<file path="config.mk">
export PLATFORM = sky130hd
export DESIGN_NAME = key_event_detector
export DESIGN_NICKNAME = d
export VERILOG_FILES = /design/src/rtl/key_event_detector.sv
export SDC_FILE = /design/constraint.sdc
export NUM_CORES = 1
export LEC_CHECK = 0
export BUFFER_PORTS_ARGS = -buffer_cell sky130_fd_sc_hd__clkbuf_2
export CAP_MARGIN = 20
export CORE_ASPECT_RATIO = 2
export CORE_UTILIZATION = 63
export DETAILED_ROUTE_END_ITERATION = 16
export GPL_TIMING_DRIVEN = 0
export PLACE_DENSITY = 0.81
export RECOVER_POWER = 50
export SETUP_SLACK_MARGIN = 0.3
export SLEW_MARGIN = 0
export SYNTH_ARGS = -nofsm -noshare
export SYNTH_HDL_FRONTEND = slang
export SYNTH_SLANG_ARGS = --single-unit
</file>
<file path="constraint.sdc">
create_clock -name clk -period 13.2 [get_ports clk]
set_clock_uncertainty 0.05 [all_clocks]
set_input_delay 2.64 -clock clk [delete_from_list [all_inputs] [get_ports clk]]
set_output_delay 2.64 -clock clk [all_outputs]
set_load 0.02 [all_outputs]
</file>
<file path="src/rtl/key_event_detector.sv">
// key_event_detector: multi-channel push-button front end.
// Each channel has a 2-FF synchroniser and a debounce / long-press FSM. The FSM
// produces a debounced level and one-cycle press, release, long and repeat pulses.
// All outputs are registered.
// Optional feature: define KEY_DETECTOR_REPEAT_EN to enable auto-repeat pulses
// while a key is long-held. When it is undefined, key_repeat is tied to 0.
// state_dbg exposes each channel's FSM state (channel i in state_dbg[i]).
// Handshake: none. Inputs are free-running pins and outputs are single-cycle
// strobes, so no valid/ready pairing is involved.

module key_event_detector #(
   parameter int KEY_NUM       = 3,
   parameter bit ACTIVE_LOW    = 1'b1,
   parameter int DEB_CYCLES    = 1_000_000,
   parameter int LONG_CYCLES   = 50_000_000,
   parameter int REPEAT_CYCLES = 15_000_000,
   parameter int CNT_W         = 32
) (
   input  logic                    clk,
   input  logic                    rst,
   input  logic [KEY_NUM-1:0]      key_in,
   output logic [KEY_NUM-1:0]      key_level,
   output logic [KEY_NUM-1:0]      key_press,
   output logic [KEY_NUM-1:0]      key_release,
   output logic [KEY_NUM-1:0]      key_long,
   output logic [KEY_NUM-1:0]      key_repeat,
   output logic                    key_any,
   output logic [KEY_NUM-1:0][2:0] state_dbg
);

   typedef enum logic [2:0] {
      ST_IDLE     = 3'd0,
      ST_DEB_DN   = 3'd1,
      ST_PRESSED  = 3'd2,
      ST_LONGHELD = 3'd3,
      ST_DEB_UP   = 3'd4
   } state_t;

   localparam longint CNT_LIMIT = longint'(1) << CNT_W;

   // Reject configurations whose counters could never reach their terminal count.
   if (DEB_CYCLES < 1 || LONG_CYCLES < 1 ||
       longint'(DEB_CYCLES) >= CNT_LIMIT || longint'(LONG_CYCLES) >= CNT_LIMIT ||
       longint'(REPEAT_CYCLES) >= CNT_LIMIT) begin : g_param_err
      $error("key_event_detector: *_CYCLES out of range for CNT_W");
   end

   localparam logic [CNT_W-1:0] CNT_ONE = CNT_W'(1);
   localparam logic [CNT_W-1:0] DEB_TC  = CNT_W'(DEB_CYCLES - 1);
   localparam logic [CNT_W-1:0] LONG_TC = CNT_W'(LONG_CYCLES - 1);
`ifdef KEY_DETECTOR_REPEAT_EN
   if (REPEAT_CYCLES < 1) begin : g_rep_err
      $error("key_event_detector: REPEAT_CYCLES must be >= 1");
   end
   localparam logic [CNT_W-1:0] REP_TC  = CNT_W'(REPEAT_CYCLES - 1);
`else
   assign key_repeat = '0;
`endif

   // Raw level of a released key; the synchroniser resets to it so that no press
   // is seen while reset is asserted.
   localparam logic [KEY_NUM-1:0] IDLE_LVL = {KEY_NUM{ACTIVE_LOW}};

   logic [KEY_NUM-1:0] sync1, sync2, p_vec, level_d;

   // Two-flop synchroniser and the registered any-key flag.
   always_ff @(posedge clk or posedge rst) begin
      if (rst) begin
         sync1   <= IDLE_LVL;
         sync2   <= IDLE_LVL;
         key_any <= 1'b0;
      end else begin
         sync1   <= key_in;
         sync2   <= sync1;
         key_any <= |level_d;
      end
   end

   // p_vec[i] = 1 means channel i is pressed, whatever the pin polarity.
   assign p_vec = sync2 ^ IDLE_LVL;

   for (genvar i = 0; i < KEY_NUM; i++) begin : g_ch
      state_t           state, state_nx;
      logic [CNT_W-1:0] cnt, cnt_nx;
      logic             long_flag, long_flag_nx;
      logic             level_q, press_q, release_q, long_q;
      logic             level_nx, press_nx, release_nx, long_nx;
      logic             p, deb_tc, long_tc;

      assign p       = p_vec[i];
      assign deb_tc  = (cnt == DEB_TC);
      assign long_tc = (cnt == LONG_TC);

`ifdef KEY_DETECTOR_REPEAT_EN
      logic repeat_q, repeat_nx, rep_tc;
      assign rep_tc        = (cnt == REP_TC);
      assign key_repeat[i] = repeat_q;
`endif

      // State, counter, long flag and registered outputs.
      always_ff @(posedge clk or posedge rst) begin
         if (rst) begin
            state     <= ST_IDLE;
            cnt       <= '0;
            long_flag <= 1'b0;
            level_q   <= 1'b0;
            press_q   <= 1'b0;
            release_q <= 1'b0;
            long_q    <= 1'b0;
`ifdef KEY_DETECTOR_REPEAT_EN
            repeat_q  <= 1'b0;
`endif
         end else begin
            state     <= state_nx;
            cnt       <= cnt_nx;
            long_flag <= long_flag_nx;
            level_q   <= level_nx;
            press_q   <= press_nx;
            release_q <= release_nx;
            long_q    <= long_nx;
`ifdef KEY_DETECTOR_REPEAT_EN
            repeat_q  <= repeat_nx;
`endif
         end
      end

      // Next state and counter. Every counting path leaves at its terminal count,
      // so the counter never wraps.
      always_comb begin
         state_nx     = state;
         cnt_nx       = cnt;
         long_flag_nx = long_flag;
         case (state)
            ST_IDLE: begin
               cnt_nx = '0;
               if (p) state_nx = ST_DEB_DN;
            end
            ST_DEB_DN: begin
               if (!p) begin
                  state_nx = ST_IDLE;
                  cnt_nx   = '0;
               end else if (deb_tc) begin
                  state_nx = ST_PRESSED;
                  cnt_nx   = '0;
               end else begin
                  cnt_nx   = cnt + CNT_ONE;
               end
            end
            ST_PRESSED: begin
               if (!p) begin
                  state_nx = ST_DEB_UP;
                  cnt_nx   = '0;
               end else if (long_tc) begin
                  state_nx     = ST_LONGHELD;
                  cnt_nx       = '0;
                  long_flag_nx = 1'b1;
               end else begin
                  cnt_nx   = cnt + CNT_ONE;
               end
            end
            ST_LONGHELD: begin
               if (!p) begin
                  state_nx = ST_DEB_UP;
                  cnt_nx   = '0;
               end
`ifdef KEY_DETECTOR_REPEAT_EN
               else if (rep_tc) cnt_nx = '0;
               else             cnt_nx = cnt + CNT_ONE;
`endif
            end
            ST_DEB_UP: begin
               if (p) begin
                  // A bounce during release resumes the hold. The long flag keeps
                  // key_long from firing a second time for the same press.
                  state_nx = long_flag ? ST_LONGHELD : ST_PRESSED;
                  cnt_nx   = '0;
               end else if (deb_tc) begin
                  state_nx     = ST_IDLE;
                  cnt_nx       = '0;
                  long_flag_nx = 1'b0;
               end else begin
                  cnt_nx   = cnt + CNT_ONE;
               end
            end
            default: begin
               state_nx     = ST_IDLE;
               cnt_nx       = '0;
               long_flag_nx = 1'b0;
            end
         endcase
      end

      // Next output values. Level covers every held state, including DEB_UP.
      always_comb begin
         level_nx   = (state_nx == ST_PRESSED) || (state_nx == ST_LONGHELD) ||
                      (state_nx == ST_DEB_UP);
         press_nx   = (state == ST_DEB_DN)  &&  p && deb_tc;
         release_nx = (state == ST_DEB_UP)  && !p && deb_tc;
         long_nx    = (state == ST_PRESSED) &&  p && long_tc;
`ifdef KEY_DETECTOR_REPEAT_EN
         repeat_nx  = (state == ST_LONGHELD) && p && rep_tc;
`endif
      end

      assign level_d[i]     = level_nx;
      assign key_level[i]   = level_q;
      assign key_press[i]   = press_q;
      assign key_release[i] = release_q;
      assign key_long[i]    = long_q;
      assign state_dbg[i]   = state;
   end

endmodule
</file>
# Word-level counts from Yosys, hierarchy flattened
# Index checks and enable logic that the tools add are counted.
dict set report totals {
  reg_bits 127
  in_bits 5
  out_inout_bits 25
}
dict set report classes {
  n_addsub 3
  eq_ne 42
  muxes 66
  n_bitwise 4
  reduce_logical 37
}
# operator count
set op_table {}
lappend op_table {{$mux W32} 18}
lappend op_table {{$pmux W32 S4} 3}
lappend op_table {{$add A32 B1 Y32 const B} 3}
lappend op_table {{$eq A32 B20 Y1 const B} 3}
lappend op_table {{$eq A32 B26 Y1 const B} 3}
lappend op_table {{$mux W3} 24}
lappend op_table {{$pmux W3 S5} 3}
lappend op_table {{$eq A3 B2 Y1 const B} 12}
lappend op_table {{$ne A2 B2 Y1 const B} 15}
lappend op_table {{$eq A3 B3 Y1 const B} 6}
lappend op_table {{$logic_and A1 B1 Y1} 18}
lappend op_table {{$mux W1} 15}
lappend op_table {{$reduce_and A5 Y1} 3}
lappend op_table {{$reduce_or A3 Y1} 4}
lappend op_table {{$eq A3 B1 Y1 const B} 3}
lappend op_table {{$logic_not A3 Y1} 3}
lappend op_table {{$pmux W1 S3} 3}
lappend op_table {{$logic_or A1 B1 Y1} 6}
lappend op_table {{$logic_not A1 Y1} 3}
lappend op_table {{$not A1 Y1} 3}
lappend op_table {{$not A3 Y3} 1}

# Logic depth before layout (Yosys ltp)
# Gate-level depths: netlist of the first run.
dict set report logic_depth {
  depth_word 8
  mapped_depth 9
}

# Worst setup path before layout of the first run
# Ideal clock, no wire load.
dict set report synth_path {
  path_kind {reg-to-output}
  startpoint {reg g_ch[0].state[1]}
  endpoint {out state_dbg[1] (netlist bit)}
  arrival_time_ns 0.514
  required_ns 10.510
  path_slack_ns 9.996
  path_stages_with_launch 1
  n_path_buf 0
  cell_sequence {dfrtp_1}
}
# item line
set synth_lines {}
lappend synth_lines {{start, declared} 83} ;# state_t state, state_nx;
lappend synth_lines {{start signal, assigned} 114} ;# state <= state_nx;
lappend synth_lines {{end, declared} 28} ;# output logic [KEY_NUM-1:0][2:0] state_dbg
# No word-level cell between the ends.

==> results.md, run 1 <==
- Max FO, Critical Path: 71
- Register bit count reported by yosys: 127
- Max Slew Vio Count: 57
- Highest cell delay on the worst timing path: 1.45 ns
- Sequential cell area fraction in the yosys report: 47.74%
- Antenna-violating nets left: 0
- Status: finished with violations
- Count of yosys warnings during synthesis: 0
- Ratio of cells with drive above 1 in the final layout: 12.18%
- Cell family with most CP delay: buffers and inverters
- Wire length of the first global-routing pass: 26.20 mm
- Number of library cell types mapped by synthesis: 56
- Largest net degree at the start of global routing: 72
- Diodes inserted: 0
- Cell at the root of the clock tree: clkbuf_16
- Final Net Count: 783
- HPWL after DPL: 10.92 mm
- Cell leakage power: 3.198 nW
- Worst vdd rail ir drop: 0.1025 mV
- Number of vias after detailed routing: 5,753
- Share of the core filled with cells in the final layout: 74.23%
- Mean post-synth cell area: 9.178 um2
- CP Cell Sequence: clkbuf_1 -> clkinvlp_2 -> buf_16
- Count of TritonRoute iterations in the first routing pass: 7
- PortBufs: 26
- Count of flip-flops with a built-in enable after synthesis: 0
- Count of boundary I/O pins: 30
- Sort of element at the start of the critical path: primary input
- Antenna violations before repair: 0
- Latest clock arrival within the worst-skew pair: 0.42 ns
- Synth-to-Final Area Change: 13.63%
- Critical Path AT: 4.64 ns
- Minimum period implied by the final worst setup slack: 4.130 ns
- Number of design rule violations left after detail routing: 0
- Total routing usage reported by global routing: 31.03%
- Clock tree from TritonCTS: done
- Final setup TNS: 0 ns
- Routability congestion estimate from global placement: 0.9192
- Count of max-cap constraint violations: 1
- Type of the worst setup path: in -> async
- Req. time, crit path: 13.71 ns
- Clock-pin slew on the worst setup and hold paths: 0.06 ns
- Maximum buffer depth of the clock tree: 2
- Number of global-route vias before repair: 5,701
- CP endpoint kind: asynchronous set/reset pin
- Post-CTS setup-driven buffer insertion count: 0
- Final Cycle Share: 31.29%
- Slowest stage cell on the critical path: clkinvlp_2
- Final Hold Viols: 0
- Die width: 74.77 um
- Area of the die: 11,030 um2
- Post-synthesis async set-or-reset flop share: 100.0%
- Violations in the final reports: max-capacitance violations, max-slew violations
- Initial Util: 65.32%
- Total power of the final layout: 938.1 uW
- Number of CTS-inserted buffers: 17
- Number of buffer and inverter instances along the worst setup path: 3
- Std-Cell Rows: 52
- Most common flop cell mapped by yosys: dfrtp_1
- Type of the most critical hold path: reg -> reg
- Worst hold-check slack: 0.3059 ns
- Transition time of the tightest slew-check pin: 2.547 ns
- Height of the die: 147.5 um
- Number of clock sinks: 127
- Summed instance area of the synthesized netlist: 6673 um2
- Maximum clock rate: 242.1 MHz
- Smallest setup slack after layout: 9.070 ns
- Post-DR vias/cell: 6.233
- Initial DRC Count: 272
- Relative slew margins: -70.70%
- Cts-stage hold buffer count: 0
- Unrepaired setup endpoints after global routing: no
- Maximum level of the CTS H-tree: 4
- Placeable Area: 10,210 um2
- Sum of routed wire length over all layers: 15.83 mm
- Power density normalized to cell area: 123.7 nW/um2
- Pre-CTS worst setup slack: 9.663 ns
- Gate Count Post-Synth: 727
- Final count of negative-setup-slack endpoints: 0
- Wire length per cell: 17.15 um
- Aggregate global routing overflow: 0
- Count of cells resized by post-cts repair: 0
==> sequential cells by signal (all words and copies together), names as in the netlist <==
register,cells
g_ch.cnt,96
g_ch.level_q,3
g_ch.long_flag,3
g_ch.long_q,3
g_ch.press_q,3
g_ch.release_q,3
g_ch.state,9
key_any,1
sync1,3
sync2,3
==> Yosys cell counts, types with 3 or more instances <==
library cell / n / area [um2]
nor2_1: 113 / 424.2
a22o_1: 8 / 70.07
o31ai_1: 3 / 22.52
nand3_1: 42 / 210.2
and3_1: 14 / 87.58
a21o_1: 11 / 82.58
nor4bb_1: 3 / 30.03
dfrtp_1: 121 / 3028
nand2_1: 60 / 225.2
buf_4: 18 / 135.1
dfstp_2: 6 / 157.7
ha_1: 3 / 37.54
nand3b_1: 7 / 52.55
nor4_1: 22 / 137.6
nand2b_1: 3 / 18.77
nand4_1: 24 / 150.1
or2_2: 7 / 43.79
and2_1: 4 / 25.02
clkbuf_1: 12 / 45.04
a21oi_1: 25 / 125.1
a31oi_1: 8 / 50.05
xnor2_1: 28 / 245.2
o211ai_1: 3 / 22.52
nor3_1: 31 / 155.2
buf_2: 9 / 45.04
o21ai_0: 20 / 100.1
and4_1: 10 / 87.58
nor2b_1: 4 / 25.02
or3_1: 9 / 56.30
or4_1: 7 / 52.55
xor2_1: 39 / 341.6
inv_1: 20 / 75.07
==> placed cells by master (no fill, tap or decap), types with 7 or more instances in the layout <==
master      instances
nand4_1            24
a21o_1             11
nor2_1            113
clkbuf_16          17
nand3b_1            7
or3_1               9
inv_1              19
o21ai_0            20
a31oi_1             8
clkbuf_1           21
xor2_1             39
nor4_1             22
or2_2               7
and4_1             10
buf_4              15
xnor2_1            28
or4_1               7
a22o_1              8
nor3_1             31
nand3_1            42
nand2_1            60
a21oi_1            25
clkbuf_2           25
dfrtp_1           121
clkinvlp_4          7
and3_1             14
==> where the power goes <==
part | total [mW] | leakage (nW) | internal, mW | switching, mW
clock | 0.490 | 0.281 | 0.315 | 0.174
combinational | 0.0482 | 1.17 | 0.0147 | 0.0335
sequential | 0.400 | 1.75 | 0.395 | 0.00515
total | 0.938 | 3.20 | 0.725 | 0.213
==> metal layers <==
layer	global-route usage (%)	vias to the layer above	share of wire, %
met2	53.96	182	54
met4	18.21	0	4.4
met3	6.408	48	4.2
met5	0	-	0
met1	33.32	2870	37
li1	-	2653	-
==> path summary, 6_finish.rpt <==
path	start	endpoint	slack [ns]	cells past startpoint
max	rst	g_ch[0].cnt[18]$_DFFE_PP0P_	9.07	3
min	sync1[1]$_DFF_PP1_	sync2[1]$_DFF_PP1_	0.31	0
max reg2reg	g_ch[2].cnt[12]$_DFFE_PP0P_	g_ch[2].cnt[19]$_DFFE_PP0P_	9.78	7
min reg2reg	sync1[1]$_DFF_PP1_	sync2[1]$_DFF_PP1_	0.31	0
max in group clk	g_ch[0].state[1]$_DFF_PP0_	state_dbg[1]	9.35	1
min in group asynchronous	rst	g_ch[1].level_q$_DFF_PP0_	2.87	2
==> kinds of logic (layout without fill, tap and decap cells) <==
| kind of cell | count (synthesis) | count (layout) | share of synthesized area (%) |
|---|---|---|---|
| fa+ha+maj | 3 | 3 | 0.5626 |
| flops | 127 | 127 | 47.74 |
| xor+xnor | 67 | 67 | 8.794 |
| compound gates | 96 | 96 | 9.638 |
| buf+inv | 60 | 119 | 4.556 |
| mux | 1 | 1 | 0.1687 |
| other cells | 1 | 3 | 0.05620 |
| simple gates | 372 | 372 | 28.48 |
==> per-stage QoR <==
stage	instances	instance area (um2)
global route	923	7582
CTS	923	7632
floorplan	729	6680
finish	923	7582
detailed placement	891	7012
global placement	890	6979
==> area by class of cell <==
class                      instances  area, um2
buffer                            40      212.7
clock buffer                      18      429.2
inverter                          20      76.32
clock inverter                    14      191.4
sequential                       127       3186
fill                             728       2633
timing repair buffer              27      156.4
tap                              135      168.9
multi-input combinational        542       3162
(Power assumes the default switching activity.)
==> run 2, diff against run 1 <==
--- a/config.mk
+++ b/config.mk
@@ -8,10 +8,10 @@
 export BUFFER_PORTS_ARGS = -buffer_cell sky130_fd_sc_hd__clkbuf_2
 export CAP_MARGIN = 20
 export CORE_ASPECT_RATIO = 2
-export CORE_UTILIZATION = 63
+export CORE_UTILIZATION = 62
 export DETAILED_ROUTE_END_ITERATION = 16
 export GPL_TIMING_DRIVEN = 0
-export PLACE_DENSITY = 0.81
+export PLACE_DENSITY = 0.8
 export RECOVER_POWER = 50
 export SETUP_SLACK_MARGIN = 0.3
 export SLEW_MARGIN = 0
==> constraint.sdc (replaced) <==
create_clock -name clk -period 4.1 [get_ports clk]
set_clock_uncertainty 0.05 [all_clocks]
set_input_delay 0.82 -clock clk [delete_from_list [all_inputs] [get_ports clk]]
set_output_delay 0.82 -clock clk [all_outputs]
set_load 0.02 [all_outputs]
==> run 2 against run 1 <==
Against the previous run:
- the flow still finishes with violations (max-capacitance violations, max-slew violations)
- sequential share of layout area is 0.10 points lower
- setup slack worse by 7.9 ns
- register-to-register slack got worse by 8.5 ns
- count of clock-buffer cells in the layout increased by 6
- largest cell class is now multi-input combinational cells
==> results.md, run 2 (synthesized netlist as in run 1, its figures left out) <==
- Number of vias after detailed routing: 5,628 (-2.2%)
- Area of the die: 11,210 um2 (+1.6%)
- Max Slew Vio Count: 36 (-37%)
- Wire length of the first global-routing pass: 25.36 mm (-3.2%)
- Total placed instance area: 7046 um2 (+0.48%)
- Type of the most critical hold path: reg -> reg
- Hold Path Stages: 0 (unchanged)
- Clock tree from TritonCTS: done
- Die width: 75.36 um (+0.78%)
- Register containing the most flip-flops in the final layout: g_ch.cnt
- Max FO, Critical Path: 42 (-41%)
- Critical Path AT: 3.37 ns (-1.27 ns)
- Post-CTS setup-driven buffer insertion count: 0 (unchanged)
- Regs by FF count: g_ch.cnt x96, g_ch.state x9
- Final Net Count: 785 (+0.26%)
- Worst vdd rail ir drop: 0.3418 mV (+230%)
- HPWL after DPL: 10.88 mm (-0.34%)
- Minimum period implied by the final worst setup slack: 2.885 ns
- Count of max-cap constraint violations: 1 (unchanged)
- Total routing usage reported by global routing: 29.60% (-1.4 points)
- Count of boundary I/O pins: 30 (unchanged)
- Ratio of cells with drive above 1 in the final layout: 13.04% (+0.86 points)
- Maximum buffer depth of the clock tree: 2 (unchanged)
- Smallest setup slack after layout: 1.215 ns (-7.855 ns)
- Cts-stage hold buffer count: 0 (unchanged)
- Switching pwr: 662.9 uW (+210%)
- Final Non-Filler Cells: 927 (+0.43%)
- Number of CTS-inserted buffers: 17 (unchanged)
- Maximum clock rate: 346.7 MHz
- Height of the die: 148.7 um (+0.79%)
- Total power of the final layout: 2.901 mW (+210%)
- Synth-to-Final Area Change: 13.91%
- Start of the worst register-to-register path: g_ch[0].cnt[0]$_DFFE_PP0P_
- Highest cell delay on the worst timing path: 1.49 ns (+0.04 ns)
- Fraction of power spent switching nets: 22.85% (+0.13 points)
- Req. time, crit path: 4.59 ns (-9.12 ns)
- Post-layout instance area: 7601 um2 (+0.25%)
- Most frequent cells in the layout: 121 x dfrtp_1, 113 x nor2_1, 60 x nand2_1
- Unrepaired setup endpoints after global routing: no
- Slowest stage cell on the critical path: clkbuf_1
- Status: finished with violations
- Initial Util: 63.69% (-1.6 points)
- Count of cells resized by post-cts repair: 0 (unchanged)
- Maximum level of the CTS H-tree: 4 (unchanged)
- Number of global-route vias before repair: 5,644 (-1.0%)
- Antenna-violating nets left: 0 (unchanged)
- Routability congestion estimate from global placement: 0.8971 (-2.4%)
- Wire length per cell: 16.44 um (-4.1%)
- Post-DR vias/cell: 6.071 (-2.6%)
- Std-Cell Rows: 53 (+1.9%)
- Diodes inserted: 0 (unchanged)
- Placed insts: 895 (+0.45%)
- Placeable Area: 10,480 um2 (+2.6%)
- Number of design rule violations left after detail routing: 0 (unchanged)
- Endpoint of the lowest-slack register-to-register path: g_ch[0].cnt[2]$_DFFE_PP0P_
- Hold Crit Endpoint: sync2[0]$_DFF_PP1_
- Latest clock arrival within the worst-skew pair: 0.41 ns (about the same)
- Violations in the final reports: max-capacitance violations, max-slew violations
- Antenna violations before repair: 0 (unchanged)
- Sort of element at the start of the critical path: primary input
- Final count of negative-setup-slack endpoints: 0 (unchanged)
- Largest net degree at the start of global routing: 43 (-40%)
- Internal power component: 2.238 mW (+210%)
- Final Hold Viols: 0 (unchanged)
- Relative contribution of the clock network to total power: 50.1% (-2.1 points)
- Internal reg-to-reg setup slack: 1.28 ns (-8.50 ns)
- Transition time of the tightest slew-check pin: 2.002 ns (-0.5445 ns)
- CP Cell Sequence: clkbuf_1 -> clkinvlp_2 -> clkbuf_1 -> buf_12 -> buf_12
- Final Cycle Share: 70.36%
- Clock-pin slew on the worst setup and hold paths: 0.06 ns (about the same)
- Number of cells on the worst reg-to-reg path: 8 (+1)
- Type of the worst setup path: in -> async
- Final setup TNS: 0 ns (unchanged)
- PortBufs: 26 (unchanged)
- Cell leakage power: 3.214 nW (+0.49%)
- Relative slew margins: -33.46% (+37 points)
- Aggregate global routing overflow: 0 (unchanged)
- Sum of routed wire length over all layers: 15.24 mm (-3.7%)
- Power share of the combinational group: 5.5% (+0.4 points)
- Pre-CTS worst setup slack: 1.315 ns (-8.349 ns)
- Number of clock sinks: 127 (unchanged)
- Cell at the root of the clock tree: clkbuf_16
- Count of TritonRoute iterations in the first routing pass: 4 (-3)
- CP endpoint kind: asynchronous set/reset pin
- Flip-flop count of the largest register after layout: 96 (unchanged)
- Most frequent standard cell in the layout excluding fill and tap cells: dfrtp_1
- Initial DRC Count: 249 (-8.5%)
- Power density normalized to cell area: 381.7 nW/um2 (+210%)
- Sequential fraction of design power: 44.4% (+1.7 points)
- Hold path startpoint: sync1[0]$_DFF_PP1_
## run 2: cell types whose count changed in the layout (fill, tap and decap cells not counted), sizes merged
| cell | previous run | this run |
|---|---|---|
| clkinvlp | 8 | 5 |
| buf | 22 | 30 |
| bufinv | 4 | 1 |
## run 2: critical path: cells and delay by family
| kind | cells | cell delay, ns |
|---|---|---|
| buf+inv | 5 | 2.52 |
## run 2: metal layers
layer / vias up / global-route usage [%] / wire [um]
met5: - / 0 / 0
met4: 0 / 15.83 / 575
met3: 46 / 5.352 / 550
met2: 177 / 52.41 / 8375
met1: 2747 / 32.06 / 5741
li1: 2658 / - / -
## run 2: worst max path at each step
stage	startpoint	end	slack [ns]	cells after the start
2_1_floorplan	rst	g_ch[0].cnt[0]$_DFFE_PP0P_	1.67	1
3_3_place_gp	rst	g_ch[2].cnt[31]$_DFFE_PP0P_	0.91	2
3_5_place_dp	g_ch[0].cnt[0]$_DFFE_PP0P_	g_ch[0].cnt[2]$_DFFE_PP0P_	1.31	8
4_1_cts	g_ch[1].cnt[14]$_DFFE_PP0P_	g_ch[1].cnt[16]$_DFFE_PP0P_	1.31	7
5_1_grt	rst	sync1[1]$_DFF_PP1_	0.82	5
6_report	rst	sync1[1]$_DFF_PP1_	1.22	5
## run 2: stage by stage
step / hold WS (ns) / util, %
final: 0.3117 / 72.55
after global routing: 0.3132 / 72.55
after global placement: 0.2965 / 66.67
after floorplan: 0.2952 / -
after detailed placement: 0.3021 / 67.24
after CTS: 0.2984 / 72.78
## run 2: power by group through the flow
| stage | clock (mW) | combinational (mW) | sequential (mW) |
|---|---|---|---|
| floorplan | 0 | 0.114 | 1.31 |
| global route | 1.52 | 0.182 | 1.29 |
| CTS | 1.47 | 0.165 | 1.29 |
| detailed placement | 0 | 0.164 | 1.31 |
| global placement | 0 | 0.152 | 1.31 |
| finish | 1.45 | 0.161 | 1.29 |
## run 2: final cells by class
class	count	area (um2)
Buffer	40	229.0
Clock buffer	24	501.7
Clock inverter	8	78.83
Fill cell	800	2877
Inverter	20	76.32
Multi-Input combinational cell	542	3191
Sequential cell	127	3186
Tap cell	137	171.4
Timing Repair Buffer	29	167.7
==> run 3, diff against run 2 <==
==> constraint.sdc (replaced) <==
create_clock -name clk -period 2.8 [get_ports clk]
set_clock_uncertainty 0.05 [all_clocks]
set_input_delay 0.56 -clock clk [delete_from_list [all_inputs] [get_ports clk]]
set_output_delay 0.56 -clock clk [all_outputs]
set_load 0.02 [all_outputs]
==> run 3 against run 2 <==
Against the previous run:
- the run now ends clean
- clock power up 47%
- setup slack got worse by 0.88 ns
- sequential power up 47%
- routed wire length rose by 9.3%
- critical endpoint is now g_ch[0].cnt[12]$_DFFE_PP0P_
==> results.md, run 3 (synthesized netlist as in run 1, its figures left out) <==
- Status: complete, no violations
- Power share of the combinational group: 7.0% (+1.5 points)
- Max Slew Vio Count: 0 (-100%)
- Sum of routed wire length over all layers: 16.66 mm (+9.3%)
- Most frequent standard cell in the layout excluding fill and tap cells: dfrtp_1
- Internal reg-to-reg setup slack: 0.34 ns (-0.94 ns)
- Endpoint of the lowest-slack register-to-register path: g_ch[0].cnt[12]$_DFFE_PP0P_
- Number of design rule violations left after detail routing: 0 (unchanged)
- Register containing the most flip-flops in the final layout: g_ch.cnt
- Critical Path AT: 2.71 ns (-0.66 ns)
- Count of boundary I/O pins: 30 (unchanged)
- Number of cells on the worst reg-to-reg path: 9 (+1)
- Post-DR vias/cell: 6.239 (+2.8%)
- Initial DRC Count: 367 (+47%)
- Maximum clock rate: 406.3 MHz
- Flip-flop count of the largest register after layout: 96 (unchanged)
- Transition time of the tightest slew-check pin: 1.086 ns (-0.9160 ns)
- Total power of the final layout: 4.323 mW (+49%)
- Type of the worst setup path: reg -> reg
- Start of the worst register-to-register path: g_ch[0].cnt[0]$_DFFE_PP0P_
- CP endpoint kind: flop
- Std-Cell Rows: 53 (unchanged)
- Pre-CTS worst setup slack: 0.01467 ns (-1.300 ns)
- HPWL after DPL: 10.88 mm (unchanged)
- Relative contribution of the clock network to total power: 49.3% (-0.8 points)
- Clock tree from TritonCTS: done
- Relative slew margins: 27.61% (+61 points)
- Cell leakage power: 3.400 nW (+5.8%)
- Height of the die: 148.7 um (unchanged)
- Clock-pin slew on the worst setup and hold paths: 0.06 ns (about the same)
- Final count of negative-setup-slack endpoints: 0 (unchanged)
- Req. time, crit path: 3.05 ns (-1.54 ns)
- Wire length per cell: 17.60 um (+7.0%)
- Die width: 75.36 um (unchanged)
- Largest net degree at the start of global routing: 43 (unchanged)
- Antenna violations before repair: 0 (unchanged)
- Number of global-route vias before repair: 5,706 (+1.1%)
- Placed insts: 895 (unchanged)
- Ratio of cells with drive above 1 in the final layout: 19.38% (+6.3 points)
- Wire length of the first global-routing pass: 25.70 mm (+1.3%)
- Routability congestion estimate from global placement: 0.8971 (unchanged)
- Power density normalized to cell area: 539.5 nW/um2 (+41%)
- Sequential fraction of design power: 43.7% (-0.7 points)
- Share of the core filled with cells in the final layout: 76.47% (+3.9 points)
- Area of the die: 11,210 um2 (unchanged)
- Aggregate global routing overflow: 0 (unchanged)
- Smallest setup slack after layout: 0.3389 ns (-0.8765 ns)
- Cts-stage hold buffer count: 0 (unchanged)
- Sort of element at the start of the critical path: flop
- Regs by FF count: g_ch.cnt x96, g_ch.state x9
- Fraction of power spent switching nets: 23.13% (+0.28 points)
- Maximum buffer depth of the clock tree: 2 (unchanged)
- Diodes inserted: 0 (unchanged)
- Switching pwr: 1.000 mW (+51%)
- Unrepaired setup endpoints after global routing: yes
- Most frequent cells in the layout: 117 x dfrtp_1, 111 x nor2_1, 59 x nand2_1
- Max FO, Critical Path: 10 (-76%)
- Placeable Area: 10,480 um2 (unchanged)
- Latest clock arrival within the worst-skew pair: 0.41 ns (about the same)
- Initial Util: 63.69% (unchanged)
- Final setup TNS: 0 ns (unchanged)
- Multi-input logic area: 3393 um2 (+6.4%)
- Count of TritonRoute iterations in the first routing pass: 5 (+1)
- Number of clock sinks: 127 (unchanged)
- Fill cells: 713 (-11%)
- Final Cycle Share: 87.90%
- Final Hold Viols: 0 (unchanged)
- Final Net Count: 805 (+2.5%)
- Count of max-cap constraint violations: 0 (-1)
- Antenna-violating nets left: 0 (unchanged)
- Minimum period implied by the final worst setup slack: 2.461 ns
- Type of the most critical hold path: in -> async
- Synth-to-Final Area Change: 20.08%
- FF+latch area: 3191 um2 (+0.16%)
- PortBufs: 26 (unchanged)
- Final Non-Filler Cells: 947 (+2.2%)
- Worst vdd rail ir drop: 0.5026 mV (+47%)
- Maximum level of the CTS H-tree: 4 (unchanged)
- Number of CTS-inserted buffers: 17 (unchanged)
- Cell at the root of the clock tree: clkbuf_16
- Internal power component: 3.323 mW (+48%)
- Number of vias after detailed routing: 5,908 (+5.0%)
- Total routing usage reported by global routing: 30.17% (+0.57 points)
## run 3: worst max-delay path, cell delays in order (launching register included)
cell     delay, ns
dfrtp_1       0.41
ha_4          0.16
and4_4        0.27
nand4_1       0.16
buf_6         0.19
o41ai_4       0.37
and2_4        0.22
buf_4         0.16
o21ai_0       0.10
a22o_1        0.25
## run 3: layout make-up
class / count / area share [%]
multi-input combinational: 542 / 42.35
inverter: 20 / 0.9525
tap: 137 / 2.139
buffer: 40 / 3.389
clock inverter: 8 / 0.9838
clock buffer: 24 / 6.262
timing repair buffer: 49 / 4.107
sequential: 127 / 39.82
## run 3: worst max-delay path by stage
stage	from	endpoint	slack (ns)	cells past startpoint
2_1_floorplan	g_ch[0].cnt[0]$_DFFE_PP0P_	g_ch[0].cnt[12]$_DFFE_PP0P_	0.47	8
3_3_place_gp	rst	g_ch[2].cnt[31]$_DFFE_PP0P_	-0.13	2
3_5_place_dp	g_ch[0].cnt[0]$_DFFE_PP0P_	g_ch[0].cnt[2]$_DFFE_PP0P_	0.01	8
4_1_cts	g_ch[0].cnt[0]$_DFFE_PP0P_	g_ch[0].cnt[2]$_DFFE_PP0P_	0.29	8
5_1_grt	g_ch[1].cnt[0]$_DFFE_PP0P_	g_ch[1].cnt[11]$_DFFE_PP0P_	0.14	7
6_report	g_ch[0].cnt[0]$_DFFE_PP0P_	g_ch[0].cnt[12]$_DFFE_PP0P_	0.34	9
## run 3: routing by layer
metal | track usage (%) | up-vias | routed length (um)
met1 | 32.01 | 2913 | 6032
li1 | - | 2698 | -
met5 | 0 | - | 0
met3 | 5.420 | 60 | 753
met2 | 53.79 | 237 | 9224
met4 | 16.76 | 0 | 652
## run 3: power groups by stage
stage / Sequential [mW] / Clock (mW) / Combinational, mW
3_3_place_gp: 1.92 / 0 / 0.222
6_report: 1.89 / 2.13 / 0.303
2_1_floorplan: 1.92 / 0 / 0.167
3_5_place_dp: 1.92 / 0 / 0.239
5_1_grt: 1.89 / 2.22 / 0.336
4_1_cts: 1.89 / 2.15 / 0.252
## run 3: repair_timing
item / 4_1_cts / 5_1_grt
buffers inserted: 5 / 14
cloned: 0 / 1
endpoints found under the setup margin: 78 / 83
pin swaps: 6 / 13
hold endpoints to repair: 0 / 0
resized for setup: 14 / 55
## run 3: stage by stage
| stage | hold WS, ns | instance area, um2 |
|---|---|---|
| 3_3_place_gp | 0.2965 | 6985 |
| 5_1_grt | 0.1558 | 8013 |
| 6_report | 0.1180 | 8013 |
| 4_1_cts | 0.03839 | 7724 |
| 3_5_place_dp | 0.3021 | 7046 |
| 2_1_floorplan | 0.2952 | 6684 |
